## src/rtl/rc4_sched_pkg.sv

```systemverilog
// Shared types for the RC4 core scheduler.
//   KEY_W_DEFAULT : default key candidate width
//   key_t         : key candidate at the default width
//   state_e       : scheduler FSM states
package rc4_sched_pkg;

    localparam int unsigned KEY_W_DEFAULT = 22;

    typedef logic [KEY_W_DEFAULT-1:0] key_t;

    typedef enum logic [2:0] {
        StIdle,
        StRun,
        StDrain,
        StFound,
        StExhausted
    } state_e;

endpackage

```

## src/rtl/rr_free_picker.sv

```systemverilog
// Circular priority encoder: picks the first non-busy core at or after rr_ptr.
//   core_busy   : per-core busy flags
//   rr_ptr      : index where the circular search starts
//   grant_idx   : chosen free core (valid only with grant_valid)
//   grant_valid : at least one core is free
module rr_free_picker #(
    parameter int unsigned NUM_CORES = 4,
    parameter int unsigned IDX_W     = 2
) (
    input  logic [NUM_CORES-1:0] core_busy,
    input  logic [IDX_W-1:0]     rr_ptr,
    output logic [IDX_W-1:0]     grant_idx,
    output logic                 grant_valid
);

    always_comb begin
        int unsigned idx;
        logic [IDX_W-1:0] idx_l;
        idx         = 0;
        idx_l       = '0;
        grant_idx   = '0;
        grant_valid = 1'b0;
        for (int unsigned off = 0; off < NUM_CORES; off++) begin
            idx   = (32'(rr_ptr) + off) % NUM_CORES;
            idx_l = IDX_W'(idx);
            if (!grant_valid && !core_busy[idx_l]) begin
                grant_valid = 1'b1;
                grant_idx   = idx_l;
            end
        end
    end

endmodule

```

## src/rtl/rc4_core_scheduler.sv

```systemverilog
// Central key dispatcher for a bank of RC4 decrypt cores. Hands out one key per
// cycle to a free core over [key_base, key_limit], collects done/valid results,
// aborts every core on the first valid result and reports the cracked key.
//   start/key_base/key_limit : range control from host
//   core_done/core_valid     : per-core results
//   core_start/core_key      : per-core dispatch (key held while core is busy)
//   core_abort               : broadcast stop on success
//   busy/found/exhausted     : status; found_key and keys_tried report results
module rc4_core_scheduler
    import rc4_sched_pkg::*;
#(
    parameter int unsigned NUM_CORES = 4,
    parameter int unsigned KEY_W     = KEY_W_DEFAULT
) (
    input  logic                       clk,
    input  logic                       rst,
    input  logic                       start,
    input  logic [KEY_W-1:0]           key_base,
    input  logic [KEY_W-1:0]           key_limit,
    input  logic [NUM_CORES-1:0]       core_done,
    input  logic [NUM_CORES-1:0]       core_valid,
    output logic [NUM_CORES-1:0]       core_start,
    output logic [NUM_CORES*KEY_W-1:0] core_key,
    output logic                       core_abort,
    output logic                       busy,
    output logic                       found,
    output logic                       exhausted,
    output logic [KEY_W-1:0]           found_key,
    output logic [KEY_W:0]             keys_tried
);

    localparam int unsigned IdxW = (NUM_CORES > 1) ? $clog2(NUM_CORES) : 1;

    typedef logic [KEY_W:0] cnt_t;

    state_e                     state_q, state_d;
    cnt_t                       next_key_q, next_key_d;
    logic [KEY_W-1:0]           limit_q, limit_d;
    logic [NUM_CORES-1:0]       core_busy_q, core_busy_d;
    logic [IdxW-1:0]            rr_ptr_q, rr_ptr_d;
    logic [NUM_CORES*KEY_W-1:0] core_key_q, core_key_d;
    logic [NUM_CORES-1:0]       core_start_q, core_start_d;
    logic                       core_abort_q, core_abort_d;
    logic                       found_q, found_d;
    logic                       exhausted_q, exhausted_d;
    logic [KEY_W-1:0]           found_key_q, found_key_d;
    cnt_t                       keys_tried_q, keys_tried_d;

    logic [IdxW-1:0] grant_idx;
    logic            grant_valid;

    rr_free_picker #(
        .NUM_CORES (NUM_CORES),
        .IDX_W     (IdxW)
    ) u_picker (
        .core_busy   (core_busy_q),
        .rr_ptr      (rr_ptr_q),
        .grant_idx   (grant_idx),
        .grant_valid (grant_valid)
    );

    always_comb begin
        logic [NUM_CORES-1:0] accepted;
        logic [NUM_CORES-1:0] hit;
        logic                 hit_seen;
        logic [KEY_W-1:0]     hit_key;
        cnt_t                 n_acc;

        state_d      = state_q;
        next_key_d   = next_key_q;
        limit_d      = limit_q;
        core_busy_d  = core_busy_q;
        rr_ptr_d     = rr_ptr_q;
        core_key_d   = core_key_q;
        core_start_d = '0;
        core_abort_d = 1'b0;
        found_d      = found_q;
        exhausted_d  = exhausted_q;
        found_key_d  = found_key_q;
        keys_tried_d = keys_tried_q;

        // Done pulses from idle cores (stale or spurious) are dropped here.
        accepted = core_done & core_busy_q;
        hit      = accepted & core_valid;
        hit_seen = 1'b0;
        hit_key  = '0;
        n_acc    = '0;
        for (int i = 0; i < NUM_CORES; i++) begin
            if (accepted[i]) begin
                n_acc = n_acc + cnt_t'(1);
            end
            if (hit[i] && !hit_seen) begin
                hit_seen = 1'b1;
                hit_key  = core_key_q[i*KEY_W +: KEY_W];
            end
        end

        case (state_q)
            StIdle, StFound, StExhausted: begin
                if (start) begin
                    limit_d      = key_limit;
                    next_key_d   = {1'b0, key_base};
                    keys_tried_d = '0;
                    found_d      = 1'b0;
                    exhausted_d  = 1'b0;
                    found_key_d  = '0;
                    if (key_base > key_limit) begin
                        state_d     = StExhausted;
                        exhausted_d = 1'b1;
                    end else begin
                        state_d = StRun;
                    end
                end
            end
            StRun, StDrain: begin
                core_busy_d  = core_busy_q & ~accepted;
                keys_tried_d = keys_tried_q + n_acc;
                if (hit_seen) begin
                    // Success wins over dispatch, range-empty and drain completion.
                    state_d      = StFound;
                    found_d      = 1'b1;
                    found_key_d  = hit_key;
                    core_abort_d = 1'b1;
                    core_busy_d  = '0;
                end else if (state_q == StRun) begin
                    // Picker sees the pre-clear busy mask, so a core freed this
                    // cycle is only reused from the next cycle on.
                    if (grant_valid && (next_key_q <= {1'b0, limit_q})) begin
                        core_key_d[grant_idx*KEY_W +: KEY_W] = next_key_q[KEY_W-1:0];
                        core_start_d[grant_idx]              = 1'b1;
                        core_busy_d[grant_idx]               = 1'b1;
                        next_key_d                           = next_key_q + cnt_t'(1);
                        rr_ptr_d = (32'(grant_idx) == NUM_CORES - 1) ? '0
                                                                      : grant_idx + IdxW'(1);
                    end
                    if (next_key_d > {1'b0, limit_q}) begin
                        state_d = StDrain;
                    end
                end else if (core_busy_q == '0) begin
                    state_d     = StExhausted;
                    exhausted_d = 1'b1;
                end
            end
            default: state_d = StIdle;
        endcase
    end

    always_ff @(posedge clk or posedge rst) begin
        if (rst) begin
            state_q      <= StIdle;
            next_key_q   <= '0;
            limit_q      <= '0;
            core_busy_q  <= '0;
            rr_ptr_q     <= '0;
            core_key_q   <= '0;
            core_start_q <= '0;
            core_abort_q <= 1'b0;
            found_q      <= 1'b0;
            exhausted_q  <= 1'b0;
            found_key_q  <= '0;
            keys_tried_q <= '0;
        end else begin
            state_q      <= state_d;
            next_key_q   <= next_key_d;
            limit_q      <= limit_d;
            core_busy_q  <= core_busy_d;
            rr_ptr_q     <= rr_ptr_d;
            core_key_q   <= core_key_d;
            core_start_q <= core_start_d;
            core_abort_q <= core_abort_d;
            found_q      <= found_d;
            exhausted_q  <= exhausted_d;
            found_key_q  <= found_key_d;
            keys_tried_q <= keys_tried_d;
        end
    end

    assign core_start = core_start_q;
    assign core_key   = core_key_q;
    assign core_abort = core_abort_q;
    assign busy       = (state_q == StRun) || (state_q == StDrain);
    assign found      = found_q;
    assign exhausted  = exhausted_q;
    assign found_key  = found_key_q;
    assign keys_tried = keys_tried_q;

endmodule

```

## config.mk

```make
export PLATFORM = sky130hd
export DESIGN_NAME = rc4_core_scheduler
export DESIGN_NICKNAME = d
export VERILOG_FILES = /design/src/rtl/rc4_sched_pkg.sv /design/src/rtl/rr_free_picker.sv /design/src/rtl/rc4_core_scheduler.sv
export SDC_FILE = /design/constraint.sdc
export NUM_CORES = 1
export LEC_CHECK = 0
export BUFFER_PORTS_ARGS = -buffer_cell sky130_fd_sc_hd__buf_2
export CORE_MARGIN = 3
export CORE_UTILIZATION = 50
export CTS_CLUSTER_SIZE = 12
export DETAILED_ROUTE_END_ITERATION = 7
export PLACE_DENSITY = 0.77
export SETUP_SLACK_MARGIN = 0.02
export SLEW_MARGIN = 20
export SYNTH_ARGS = -nofsm -noshare
export SYNTH_HDL_FRONTEND = slang
export SYNTH_HIERARCHICAL = 1
export SYNTH_SLANG_ARGS = --single-unit
export TNS_END_PERCENT = 10
```

## constraint.sdc

```tcl
create_clock -name clk -period 5.8 [get_ports clk]
set_input_delay 0.58 -clock clk [delete_from_list [all_inputs] [get_ports clk]]
set_output_delay 0.58 -clock clk [all_outputs]
set_load 0.02 [all_outputs]
```

==> run_results.csv, run 1 <==
group,metric,value,unit
cts,clock-root-buffer,"clkbuf_16",
power_and_ir_drop,power_leakage,7.246,nW
routing,drc,0,
routing,vias,12040,
cts,path_clk_slew,0.08,ns
power_and_ir_drop,powerDensity,705.2,mW/mm2
yosys,synth.cell_area,0.01291,mm2
finish,finalNonFillerCells,1891,
routing,finalWirelength,41270,um
cts,cts_resized,0,
routing,antenna_left,0,
power_and_ir_drop,p_clk_frac,0.116,
finish,nNetsFinal,1684,
worst_setup_path,rr_worst_depth,14,
routing,drt_first_iter_violations,1190,
worst_setup_path,path_cells,"ha_1, a21oi_1, o21ai_0, o311ai_2, a41oi_2, buf_4, nor3_1, xor2_1, ha_1, a21oi_1, nor3b_1, a41o_1, nand2_1, a221o_1",
finish,final_cell_mix,"195 x buf_2, 194 x dfrtp_1, 171 x nand2_1",
cts,post_cts_buffers,0,
power_and_ir_drop,swShare,0.5392,
yosys,yosys.area.top_type_share,0.3760,
sta,worst_pin_slew,1.015,ns
placed_design,portBuffers,195,
sta,setup_violations,0,
global_routing,grt_use_total,0.2910,
worst_setup_path,critical_path.top_delay_family,"compound AO/OA/AOI/OAI gates",
sta,period_share,0.8093,
worst_setup_path,crit_required,6.14,ns
worst_setup_path,r2r-start,"next_key_q[10]",
sta,setup-tns-final,0,ns
floorplanning,dieHeight,166.7,um
power_and_ir_drop,vdd_drop_max,0.3032,mV
yosys,ys_seq_area_frac,0.3760,
finish,num-fill-cells,2246,
finish,drive_above_1_share,0.2364,
yosys,yosys.cell_types.count,77,
power_and_ir_drop,report.power.total,10.42,mW
floorplanning,ios,196,
sta,max_slew_margin,0.3234,
placed_design,dp_hpwl,30460,um
job,cap_violations,0,
global_routing,grt_max_degree,106,
sta,skew,0.02124,ns
run_status,status,"finished, final reports clean",
floorplanning,die_area,0.02778,mm2
worst_hold_path,hp-class,"in -> async",
finish,n_antenna_cell,0,
yosys,synthFlopType,"dfrtp_1",
yosys,async_flop_share,1.000,
cts,clk-insertion-delay-late,0.46,ns
global_routing,antenna_found_initial,0,
global_routing,grt_pass1_vias,11640,
sta,slew_viol_final,0,
finish,mostFrequentLayoutCell,"buf_2",
floorplanning,initial_core_util,0.5112,
yosys,yosys_warnings,6,
placed_design,dp_cells,1859,
power_and_ir_drop,internal_power,4.803,mW
worst_setup_path,cp-end-kind,"flop",
cts,clockBufferDepth,2,
sta,max_freq,213.0,MHz
worst_setup_path,worst-path-max-fanout,12,
yosys,yosysTopAreaCell,"dfrtp_1",
worst_setup_path,worstSetupPathType,"reg -> reg",
yosys,synth_area_leaders,"dfrtp_1 38%, ha_1 7.8%, mux2_2 6.5%",
global_routing,grt_pass1_wl,65560,um
worst_setup_path,slowest_stage,"o311ai_2",
cts,cts_tree,"done",
floorplanning,die_w,166.7,um
worst_setup_path,rrSetupSlack,1.11,ns
routing,vias_per_cell,6.368,
power_and_ir_drop,pwr-share-comb,0.665,
cts,h-tree-depth,4,
sta,fin_crit,4.694,ns
yosys,netlist_instances,1398,
yosys,synth-edff-count,0,
finish,syn2layout_area_growth,14.50,%
cts,cts_sinks,194,
worst_setup_path,r2r_end,"state_q[1]",
worst_setup_path,worstPathArrival,5.03,ns
sta,rsz0062_at_grt,"false",
placed_design,gp_congestion,1.012,
yosys,ys_seq_elements,194,
cts,hold_buffers,0,
global_routing,grt_overflow,0,
worst_setup_path,cp-start-kind,"flop",
routing,first_pass_iters,7,
yosys,synth_fp_nets,1534,
sta,finalHoldViolCount,0,
cts,cts_inserted_buffers,17,
worst_setup_path,worst-path-buf-inv,1,
power_and_ir_drop,seqPwrFrac,0.219,
yosys,synth_area_per_cell,9.235,um2
worst_setup_path,cp.depth,14,
routing,routedWlPerCell,21.82,um
floorplanning,core-area,0.02525,mm2
floorplanning,rows,58,
power_and_ir_drop,power_switching,5.621,mW
worst_setup_path,cpPeakStageDelay,0.56,ns
-- per-layer routing --
layer,part of all wire,vias to the layer above,GRT usage
met1,0.42,5904,0.3937
met5,0,-,0
met3,0.083,104,0.05198
li1,-,5419,-
met4,0.039,0,0.1169
met2,0.46,615,0.4668
-- stage by stage --
step / hold WS [ns] / cell area, um2 / utilization / setup WS [ns]
final: 0.1616 / 14780 / 0.5853 / 1.106
after global routing: 0.1883 / 14780 / 0.5853 / 0.8478
after CTS: 0.1675 / 14780 / 0.5853 / 1.219
after detailed placement: 0.4651 / 14200 / 0.5621 / 1.253
after global placement: 0.4554 / 14200 / 0.5621 / 1.350
after floorplan: 0.4784 / 12910 / - / 1.891
-- synth_stat cells, drive strengths merged (7+ instances only) --
cell	instances
a211oi	9
a21o	9
a21oi	56
a222oi	22
a22o	36
a311o	7
and3	12
buf	24
clkbuf	72
dfrtp	194
ha	80
inv	76
mux2	74
mux2i	19
mux4	16
nand2	171
nand2b	29
nand3	60
nand3b	8
nand4	30
nor2	84
nor2b	7
nor3	35
nor4	11
o21ai	63
o22ai	18
o2bb2ai	8
o31ai	8
or3	10
or4	12
xnor2	21
xor2	21
-- worst max path at each step --
stage	start	end	slack, ns
CTS	next_key_q[10]	state_q[1]	1.22
global route	next_key_q[15]	state_q[1]	0.85
detailed placement	next_key_q[10]	state_q[1]	1.25
finish	next_key_q[10]	state_q[1]	1.11
global placement	next_key_q[21]	state_q[1]	1.35
floorplan	next_key_q[0]	state_q[1]	1.89
-- power by group through the flow --
stage               logic (mW)  registers, mW  clock network, mW
floorplan                 4.55           2.34                  0
global placement          6.66           2.27                  0
detailed placement        6.76           2.29                  0
CTS                       6.81           2.26               1.21
global route              7.45           2.34               1.27
finish                    6.93           2.29               1.21
-- state kept, by name, indices dropped and copies added, names as in the netlist --
register / flops
rr_ptr_q: 2
state_q: 3
next_key_q: 23
limit_q: 22
found: 1
core_busy_q: 4
keys_tried: 23
core_key: 88
exhausted: 1
core_start: 4
found_key: 22
core_abort: 1
-- final cells by class --
class                      instances  area (um2)  area share
clock inverter                    15       158.9     0.01075
clock buffer                      17       425.4     0.02878
multi-input combinational       1031        7408      0.5012
tap                              330       412.9     0.02793
timing repair buffer             227        1229     0.08312
inverter                          77       292.8     0.01981
sequential                       194        4855      0.3284
-- logic make-up after synthesis --
group,synth area share
and+or+nand+nor,0.1854
AOI/OAI and AO/OA,0.1710
DFF,0.3760
buffers and inverters,0.05253
muxes,0.1072
adders and majority gates,0.07909
xor gates and xnor gates,0.02849
other,0.0002905
(Power assumes the default switching activity.)
==> run 2: changes to the inputs <==
- ABC_AREA: default -> 1
- PLACE_DENSITY: 0.77 -> 0.74
- clock period: 5.8 -> 4.37 ns (I/O delays scaled with it)
==> run_results.csv, run 2 <==
group,metric,value,unit
sta,max_slew_margin,0.2737,
run_status,status,"finished, final reports clean",
worst_setup_path,crit_required,4.70,ns
finish,nNetsFinal,2230,
finish,drive_above_1_share,0.1661,
yosys,yosys.area.top_type_share,0.3519,
global_routing,antenna_found_initial,1,
yosys,synthFlopType,"dfrtp_1",
sta,period_share,0.9514,
routing,antenna_left,0,
worst_hold_path,hp-class,"in -> async",
worst_setup_path,worst-path-max-fanout,34,
floorplanning,die_w,172.1,um
yosys,synth-edff-count,0,
worst_setup_path,rrSetupSlack,0.21,ns
yosys,synth_fp_nets,2063,
finish,mostFrequentLayoutCell,"nand2_1",
global_routing,grt_overflow,0,
floorplanning,die_area,0.02962,mm2
cts,cts_inserted_buffers,17,
floorplanning,rows,60,
worst_setup_path,worstSetupPathType,"reg -> reg",
finish,num-fill-cells,2558,
yosys,yosysTopAreaCell,"dfrtp_1",
yosys,synth.most_common_cell,"nand2_1",
yosys,synth.cell_area,0.01380,mm2
routing,finalWirelength,48900,um
yosys,netlist_instances,1927,
cts,cts_sinks,194,
yosys,synth_area_leaders,"dfrtp_1 35%, nand2_1 14%, ha_1 7.3%",
routing,routedWlPerCell,19.97,um
finish,final_cell_mix,"498 x nand2_1, 228 x inv_1, 195 x buf_2",
yosys,yosys_warnings,6,
cts,clock-root-buffer,"clkbuf_16",
global_routing,grt_pass1_vias,13460,
yosys,synth_area_per_cell,7.160,um2
sta,slew_viol_final,0,
sta,worst_pin_slew,1.075,ns
finish,largest_register_ffs,88,
sta,fin_crit,4.158,ns
job,cap_violations,0,
cts,clockBufferDepth,2,
sta,skew,0.02042,ns
placed_design,portBuffers,195,
cts,clk-insertion-delay-late,0.46,ns
sta,setup_violations,0,
worst_setup_path,worstSetupStartpoint,"rr_ptr_q[0]",
yosys,ys_top_cells_by_count,"500 x nand2_1, 229 x inv_1, 194 x dfrtp_1",
floorplanning,ios,196,
routing,vias_per_cell,5.891,
cts,post_cts_buffers,0,
cts,h-tree-depth,4,
placed_design,dp_hpwl,37560,um
global_routing,grt_pass1_wl,75790,um
worst_setup_path,r2r-start,"rr_ptr_q[0]",
sta,setup-tns-final,0,ns
floorplanning,initial_core_util,0.5105,
floorplanning,core-area,0.02703,mm2
sta,rsz0062_at_grt,"true",
floorplanning,dieHeight,172.1,um
worst_setup_path,cp-end-kind,"flop",
worst_setup_path,worstPathArrival,4.48,ns
routing,drc,0,
global_routing,grt_use_total,0.3271,
cts,path_clk_slew,0.09,ns
sta,finalHoldViolCount,0,
global_routing,grt_max_degree,100,
worst_setup_path,cp-start-kind,"flop",
placed_design,gp_congestion,1.028,
yosys,yosys.cell_types.count,62,
finish,syn2layout_area_growth,14.69,%
routing,first_pass_iters,7,
yosys,async_flop_share,1.000,
sta,max_freq,240.5,MHz
cts,cts_tree,"done",
yosys,ys_seq_elements,194,
routing,drt_first_iter_violations,1572,
worst_setup_path,rr_worst_depth,22,
yosys,ys_seq_area_frac,0.3519,
routing,vias,14430,
-- run 2: area by class of cell --
cell class	count	area [um2]	area share
Antenna cell	1	2.502	0.0001581
Timing Repair Buffer	246	1384	0.08745
Tap cell	341	426.7	0.02696
Inverter	245	930.9	0.05883
Clock buffer	17	425.4	0.02688
Multi-Input combinational cell	1390	7579	0.4789
Sequential cell	194	4857	0.3070
Clock inverter	15	219.0	0.01384
-- run 2: logic make-up after synthesis --
| group | after synthesis | synth area share |
|---|---|---|
| XOR/XNOR | 26 | 0.01705 |
| adder cells (fa/ha/maj) | 81 | 0.07400 |
| AO/OA/AOI/OAI | 445 | 0.1933 |
| buffers and inverters | 343 | 0.1007 |
| other | 1 | 0.0002718 |
| AND/OR/NAND/NOR | 837 | 0.2628 |
| flip-flops | 194 | 0.3519 |
-- run 2: timing repair --
item | CTS | global route
gates resized for setup | 0 | 8
endpoints found under the setup margin | 0 | 5
hold buffers | 0 | 0
-- run 2: final timing paths --
| kind | endpoint |
|---|---|
| max | core_key[72] |
| min | keys_tried[0] |
| max reg2reg | core_key[72] |
| min reg2reg | found_key[8] |
| max in group asynchronous | core_key[79] |
| min in group clk | limit_q[13] |
-- run 2: routing by layer --
layer	wire (um)	GRT usage	vias up
met5	14	0	-
met4	1118	0.08678	2
met3	5082	0.08482	91
met2	21200	0.4926	747
met1	21490	0.4695	6847
li1	-	-	6740
-- run 2: per-stage QoR --
stage / setup slack, ns / hold WS, ns / cell area, um2 / util / std cells
6_report: 0.2124 / 0.1355 / 15820 / 0.5855 / 2449
5_1_grt: 0.008128 / 0.1638 / 15820 / 0.5854 / 2448
4_1_cts: 0.2346 / 0.1567 / 15800 / 0.5845 / 2448
3_5_place_dp: 0.2990 / 0.4762 / 15150 / 0.5606 / 2416
3_3_place_gp: 0.2449 / 0.4667 / 15150 / 0.5606 / 2416
2_1_floorplan: 0.9239 / 0.4739 / 13800 / - / 1927
-- run 2: worst max-delay path, cell delays in order (launching register included) --
cell      delay, ns
dfrtp_1        0.56
buf_4          0.20
nand2_1        0.07
nand2_2        0.12
nand2_1        0.06
nand2_1        0.07
nand2_1        0.06
o21ai_1        0.11
inv_1          0.05
nand2_1        0.12
inv_1          0.10
ha_1           0.40
nand2_2        0.10
inv_1          0.12
nor2_4         0.04
buf_4          0.23
o21ai_0        0.70
or2_1          0.18
o21ai_0        0.21
nand2_1        0.20
o21ai_1        0.08
o211ai_1       0.14
o21ai_1        0.09
Power of run 2 is left out: the tool's default activity adds up to more than one toggle a clock period on the data nets, which glitch-free logic cannot reach.
==> run 3: changes to the inputs <==
- SYNTH_HIERARCHICAL: 1 -> default
==> run_results.csv, run 3 <==
group,metric,value,unit
sta,setup_violations,0,
cts,h-tree-depth,4,
routing,drt_first_iter_violations,1753,
yosys,async_flop_share,1.000,
yosys,yosys.cell_types.count,60,
placed_design,portBuffers,195,
sta,finalHoldViolCount,0,
yosys,synth_xor_area_frac,0.01792,
floorplanning,dieHeight,171.5,um
yosys,synth_area_per_cell,7.030,um2
sta,max_freq,247.2,MHz
sta,period_share,0.9258,
sta,worst_pin_slew,0.9258,ns
finish,drive_above_1_share,0.1531,
yosys,synth-simple-area-share,0.3121,
finish,mostFrequentLayoutCell,"nand2_1",
worst_hold_path,hp-class,"in -> async",
finish,largest_register_ffs,88,
finish,num-fill-cells,2539,
placed_design,dp_hpwl,37160,um
routing,finalWirelength,47670,um
cts,path_clk_slew,0.09,ns
sta,rsz0062_at_grt,"false",
routing,vias_per_cell,5.767,
yosys,synth_compound_area_frac,0.1457,
yosys,synth_fp_nets,2082,
cts,post_cts_buffers,0,
cts,clockBufferDepth,2,
floorplanning,rows,59,
finish,final_cell_mix,"610 x nand2_1, 224 x inv_1, 195 x buf_2",
routing,antenna_left,0,
global_routing,grtUsageMet3,0.05470,
yosys,ys_top_cells_by_count,"611 x nand2_1, 225 x inv_1, 194 x dfrtp_1",
cts,hold_buffers,0,
worst_setup_path,cp-end-kind,"flop",
run_status,status,"finished, final reports clean",
yosys,ys_seq_elements,194,
placed_design,gp_congestion,1.007,
floorplanning,core-area,0.02650,mm2
yosys,muxShareOfSynthArea,0.001554,
finish,n_antenna_cell,0,
sta,max_slew_margin,0.3747,
floorplanning,ios,196,
routing,vias,14210,
routing,first_pass_iters,8,
floorplanning,die_area,0.02940,mm2
yosys,synth-adder-area-share,0.07367,
yosys,synthFlopType,"dfrtp_1",
finish,ff_latch_area,0.004855,mm2
worst_setup_path,worstSetupPathType,"reg -> reg",
global_routing,grt.met1_usage,0.4775,
worst_setup_path,crit_required,4.71,ns
floorplanning,die_w,171.5,um
routing,routedWlPerCell,19.35,um
finish,nNetsFinal,2251,
global_routing,grt_max_degree,136,
yosys,yosysTopAreaCell,"dfrtp_1",
routing,drc,0,
job,cap_violations,0,
global_routing,grt_use_total,0.3244,
cts,cts_tree,"done",
floorplanning,initial_core_util,0.5165,
sta,setup-tns-final,0,ns
finish,multi_input_area,0.007566,mm2
worst_setup_path,cp-start-kind,"flop",
worst_setup_path,rrSetupSlack,0.32,ns
yosys,synth-edff-count,0,
yosys,synth_top_family_by_area,"simple AND/OR/NAND/NOR gates",
finish,syn2layout_area_growth,14.20,%
worst_setup_path,worstPathArrival,4.38,ns
yosys,synth_area_leaders,"dfrtp_1 35%, nand2_1 17%, ha_1 7.2%",
cts,cts_sinks,194,
yosys,yosys.area.top_type_share,0.3547,
cts,cts_inserted_buffers,17,
yosys,synth.most_common_cell,"nand2_1",
sta,skew,0.02254,ns
cts,clock-root-buffer,"clkbuf_16",
global_routing,grt_pass1_vias,13170,
global_routing,grt-busiest-layer,"met2",
global_routing,grt_pass1_wl,74600,um
global_routing,grt_overflow,0,
global_routing,antenna_found_initial,0,
sta,fin_crit,4.046,ns
yosys,yosys_warnings,0,
worst_setup_path,worst-path-max-fanout,8,
yosys,ys_seq_area_frac,0.3547,
global_routing,grt_use_met2,0.5025,
yosys,synth.cell_area,0.01369,mm2
cts,clk-insertion-delay-late,0.46,ns
sta,slew_viol_final,0,
yosys,netlist_instances,1947,
run 3: cell types whose count changed after synthesis, sizes merged, moves of 7 or more:
cell    before  now
o22ai       21   31
buf         52   40
a22oi       24   17
o21a         3   15
nand3       92  141
o31ai       10    3
nor2       153  123
o21ai      225  171
o211ai      35   10
a32o        25    6
nand2      513  627
a21oi       70   78
inv        245  231
run 3: layout make-up:
type	count	area share
inverters	233	0.05635
clock inverters	15	0.01409
flip-flops and latches	194	0.3105
well taps	335	0.02681
repair buffers	232	0.08100
multi-input cells	1438	0.4840
clock buffers	17	0.02721
run 3: worst max-delay path: stages, from the launching register on:
cell and delay [ns]:
dfrtp_1 0.51, inv_1 0.18, ha_1 0.31, inv_1 0.03, nor4_1 0.30, nand4_1 0.13, nand2_1 0.16, nand2_2 0.19
nor2_1 0.26, nand2_1 0.11, xor2_1 0.19, inv_1 0.06, ha_1 0.32, nand4_1 0.21, a21oi_1 0.17, nor2_1 0.07
nand2_1 0.07, nand2_1 0.09, nand2_1 0.08, nand2_1 0.05, nand2_1 0.06, nand2_1 0.05, nand3_1 0.11, nand2_1 0.10
nand2_1 0.06, nand2_1 0.05
run 3: stage by stage:
step	area [um2]	utilization	hold WS, ns	worst slack [ns]	instances
after floorplan	13690	-	0.4419	0.9737	1947
after global placement	14980	0.5654	0.4535	0.4499	2432
after detailed placement	14980	0.5654	0.4631	0.2935	2432
after CTS	15630	0.5898	0.2015	0.2455	2464
after global routing	15630	0.5899	0.2298	0.03645	2464
final	15630	0.5899	0.2089	0.3243	2464
run 3: logic make-up after synthesis:
kind of cell,Yosys count
AOI/OAI and AO/OA,351
xor gates and xnor gates,28
adders and majority gates,80
buffers and inverters,315
DFF,194
muxes,2
other,1
and+or+nand+nor,976
run 3: routing by layer:
layer | up-vias | wire (um)
li1 | 6710 | -
met1 | 6713 | 21300
met2 | 724 | 21250
met3 | 63 | 4211
met4 | 0 | 911
met5 | - | 0
run 3: repair_timing:
action	CTS	global route
endpoints found under the setup margin	0	4
hold endpoints to repair	0	0
gates resized for setup	0	2
run 3: worst paths after layout:
check,start,endpoint,depth (start not counted)
hold reg to reg,state_q[0],state_q[0],2
hold / removal,rst,keys_tried[15],3
max in group asynchronous,rst,core_key[33],3
setup reg to reg,next_key_q[0],state_q[1],25
setup / recovery,next_key_q[0],state_q[1],25
min in group clk,key_limit[15],limit_q[15],3
Power of run 3 is left out for the same reason.
